==> config.mk <==
export PLATFORM = sky130hd
export DESIGN_NAME = uart_fifo
export DESIGN_NICKNAME = d
export VERILOG_FILES = /design/src/rtl/uart_fifo.sv
export SDC_FILE = /design/constraint.sdc
export NUM_CORES = 1
export LEC_CHECK = 0
export BUFFER_PORTS_ARGS = -buffer_cell sky130_fd_sc_hd__buf_4
export CAP_MARGIN = 5
export CORE_MARGIN = 5
export CORE_UTILIZATION = 45
export DETAILED_ROUTE_END_ITERATION = 8
export GPL_ROUTABILITY_DRIVEN = 0
export SYNTH_ARGS = -nofsm -noshare
export SYNTH_HDL_FRONTEND = slang
export SYNTH_SLANG_ARGS = --single-unit
==> constraint.sdc <==
create_clock -name clk -period 3.4 [get_ports clk]
set_input_delay 0.17 -clock clk [delete_from_list [all_inputs] [get_ports clk]]
set_output_delay 0.17 -clock clk [all_outputs]
set_load 0.005 [all_outputs]
==> src/rtl/uart_fifo.sv <==
// 16x8 first-word-fall-through FIFO for the UART transmit/receive paths.
// Define UART_FIFO_STICKY_FLAGS_EN to make overrun/underrun latch until reset.
module uart_fifo #(
    parameter int WIDTH = 8,
    parameter int DEPTH = 16,
    parameter int AW    = 4
) (
    input  logic             clk,
    input  logic             reset,
    input  logic [WIDTH-1:0] data_in,
    output logic [WIDTH-1:0] data_out,
    input  logic             push,
    input  logic             pop,
    output logic             underrun,
    output logic             overrun,
    output logic [AW:0]      count
);

    localparam logic [AW:0] FULL_COUNT = (AW+1)'(DEPTH);

    logic [WIDTH-1:0] mem [DEPTH];
    logic [AW-1:0]    wp;
    logic [AW-1:0]    rp;

    logic full;
    logic empty;
    logic do_push;
    logic do_pop;
    logic overrun_event;
    logic underrun_event;

    always_comb begin
        full           = (count == FULL_COUNT);
        empty          = (count == '0);
        do_pop         = pop && !empty;
        // When full, a simultaneous pop frees the slot the push lands in.
        do_push        = push && (!full || pop);
        overrun_event  = push && full && !pop;
        underrun_event = pop && empty;
    end

    assign data_out = mem[rp];

    always_ff @(posedge clk) begin
        if (reset) begin
            for (int unsigned i = 0; i < DEPTH; i++) begin
                mem[i] <= '0;
            end
            wp    <= '0;
            rp    <= '0;
            count <= '0;
        end else begin
            if (do_push) begin
                mem[wp] <= data_in;
                wp      <= wp + 1'b1;
            end
            if (do_pop) begin
                rp <= rp + 1'b1;
            end
            if (do_push && !do_pop) begin
                count <= count + 1'b1;
            end else if (do_pop && !do_push) begin
                count <= count - 1'b1;
            end
        end
    end

    always_ff @(posedge clk) begin
        if (reset) begin
            overrun  <= 1'b0;
            underrun <= 1'b0;
        end else begin
`ifdef UART_FIFO_STICKY_FLAGS_EN
            if (overrun_event) begin
                overrun <= 1'b1;
            end
            if (underrun_event) begin
                underrun <= 1'b1;
            end
`else
            overrun  <= overrun_event;
            underrun <= underrun_event;
`endif
        end
    end

endmodule

==> metrics.md <==
| Metric | Value |
|---|---|
| Status | completed |
| Routed len/inst | 21.30 µm |
| Initial Utilization | 45.79% |
| Worst setup margin | 0.4354 ns |
| Remaining global-route overflow | 0 |
| Die Area | 17,260 µm² |
| Share of cells above drive strength 1 | 18.13% |
| Worst-Skew Late Latency | 0.42 ns |
| Max cap viols | 0 |
| Largest net degree at the start of global routing | 44 |
| Synthesized instance count | 501 |
| Core area | 14,480 µm² |
| Arr. time, crit path | 3.27 ns |
| Worst slack at placement | 0.4505 ns |
| Fmax | 337.3 MHz |
| LEAKAGE | 2.638 nW |
| Synthesized cell area | 6630 µm² |
| Post-CTS setup buffers | 0 |
| Largest cells by area after synthesis | edfxtp_1 (58%), mux4_2 (11%), nor2_1 (8.3%), dfxtp_1 (5.7%), a22oi_1 (1.8%) |
| RSZ-0062 raised after global routing | false |
| Worst slew pin tran | 0.9880 ns |
| Required time of the worst setup path | 3.70 ns |
| Crit start category | register |
| Clock slew at reported path FFs | 0.05 ns |
| Sequential area share after synthesis | 63.71% |
| Class of the worst hold path | in2reg |
| Buffer depth of the longest clock path | 2 |
| Hold slack | 0.06686 ns |
| I/O Buffers | 26 |
| Vias after detailed routing | 4,065 |
| Area Overhead vs Synth | 12.44% |
| Worst vdd ir | 384.6 µV |
| Fin. max-slew vios | 0 |
| Final hold vios | 0 |
| Post-Syn Area per Cell | 13.23 µm² |
| Vias in the first global route | 4,138 |
| Power Dens Cells | 678.6 nW/µm² |
| Top-area cell type share of the netlist area | 57.97% |
| CP endpoint kind | register |
| GR Util All Layers | 18.06% |
| Max transition margin | 34.00% |
| Cells resized by post-CTS repair | 0 |
| Detailed placement HPWL | 9.703 mm |
| H-tree levels | 4 |
| Critical path peak fanout | 8 |
| Yosys cell types | 42 |
| # nets final | 533 |
| 1st-iter DRT viols | 542 |
| PnR Total Power | 5.058 mW |
| Die W | 131.4 µm |
| Vias/cell | 5.742 |
| Clock Sinks | 147 |
| # hold bufs at CTS | 0 |
| Post-Route WL | 15.08 mm |
| Site row count | 44 |
| Yosys warnings | 0 |
| Initial antenna violation count | 0 |
| Die H | 131.4 µm |
| First-pass GRT wire length | 23.69 mm |
| Setup tns final | 0 ns |
| # diodes | 0 |
| Synth area leader | edfxtp_1 |
| Clk_skew | 0.006574 ns |
| CTS Buf Count | 17 |
| Root Driver | clkbuf_16 |
| DR DRC count | 0 |
| IO Pins | 27 |
| Post-layout min period | 2.965 ns |
| Final period utilization | 87.19% |
| Synth Register Bits | 147 |
| Final setup fails | 0 |
| Post-DRT Antenna Nets | 0 |
| Pre-antenna DRT Iters | 5 |
| CTS tree | built |
| Mapped Nets | 523 |
| WS Path Type | reg2reg |
-- per-layer routing --
layer / global-route usage (%) / part of all wire [%] / up-vias
met5: 0 / 0 / -
li1: - / - / 1852
met3: 3.593 / 5.8 / 16
met1: 23.29 / 41 / 2068
met2: 30.19 / 52 / 129
met4: 7.143 / 1.7 / 0
-- placed cells by master, fill, tap and decap left out, types with 2 or more instances in the layout --
cell,instances
edfxtp_1,128
clkbuf_1,5
clkbuf_16,17
o211ai_1,3
inv_1,4
nor2_1,146
clkinv_2,3
xnor2_1,2
nand4_1,4
xor2_1,6
buf_4,29
nand3_2,3
nand3_1,10
nand2_1,25
a22oi_1,16
dfxtp_1,18
mux4_2,32
nor2b_1,13
a21oi_1,4
clkbuf_8,5
ha_1,9
o21bai_1,12
and3_1,2
a41o_1,4
mux2i_1,2
-- cells by family (layout without fill, tap and decap cells) --
| kind of cell | after synthesis | after routing | synth area share, % |
|---|---|---|---|
| compound gates | 45 | 45 | 5.077 |
| flops | 147 | 147 | 63.71 |
| xor+xnor | 8 | 8 | 1.057 |
| mux | 35 | 35 | 11.34 |
| simple gates | 213 | 213 | 13.83 |
| fa+ha+maj | 10 | 10 | 2.000 |
| buf+inv | 43 | 66 | 2.982 |
-- path summary, 6_finish.rpt --
kind / startpoint / cells past startpoint / slack, ns / endpoint
worst max-delay path: count[0]$_SDFFE_PP0P_ / 10 / 0.44 / count[4]$_SDFFE_PP0P_
worst min-delay path: pop / 2 / 0.07 / underrun$_SDFF_PP0_
worst max register to register: count[0]$_SDFFE_PP0P_ / 10 / 0.44 / count[4]$_SDFFE_PP0P_
worst min register to register: wp[1]$_SDFFE_PP0P_ / 2 / 0.53 / wp[1]$_SDFFE_PP0P_
-- power breakdown --
part           internal, mW  switching [mW]  total (mW)
sequential             2.09          0.0916        2.18
clock                  1.02           0.673        1.70
combinational         0.565           0.615        1.18
-- state kept, by name, summed over array words and instances (netlist names), named ones only --
register / count
wp: 4
overrun: 1
underrun: 1
mem: 128
rp: 4
count: 5
-- through the flow --
stage                     instances  area, µm²  utilization (%)
final                           708       7455            51.49
after global routing            708       7455            51.49
after global placement          676       6917            47.77
after CTS                       708       7455            51.49
after floorplan                 501       6630                -
after detailed placement        676       6917            47.77
-- synth_stat cells (all sizes together) --
library cell and n:
nor3b 1, a21o 1, edfxtp 128, or2 1, o21ai 2, mux2 1, mux4 32, and3 2
nand4 4, nor4b 1, a21oi 4, and2 1, nand3 13, a22oi 16, o211ai 4, dfxtp 19
ha 9, a211oi 1, a31oi 1, or3 1, nand2 26, o21bai 12, nor2b 13, xnor2 2
inv 4, nor4bb 1, nor2 146, mux2i 2, nor4 1, buf 19, xor2 6, nand2b 1
fa 1, clkbuf 20, a41o 4, or4 1
-- worst max-delay path, cell delays in order (launching register included) --
cell,delay (ns)
dfxtp_1,0.37
or4_1,0.56
buf_4,0.18
o21ai_1,0.27
ha_1,0.24
inv_1,0.11
ha_1,0.33
a21oi_1,0.19
a211oi_1,0.10
a31oi_1,0.16
mux2_2,0.34
-- area by class of cell --
cell class	instances	area, µm²
clock inverters	5	25.02
fillers	1240	7024
repair buffers	30	237.7
inverters	4	15.01
flip-flops and latches	147	4225
clock buffers	27	513.0
multi-input cells	311	2208
well taps	184	230.2
Power figures use the tool's default switching activity.
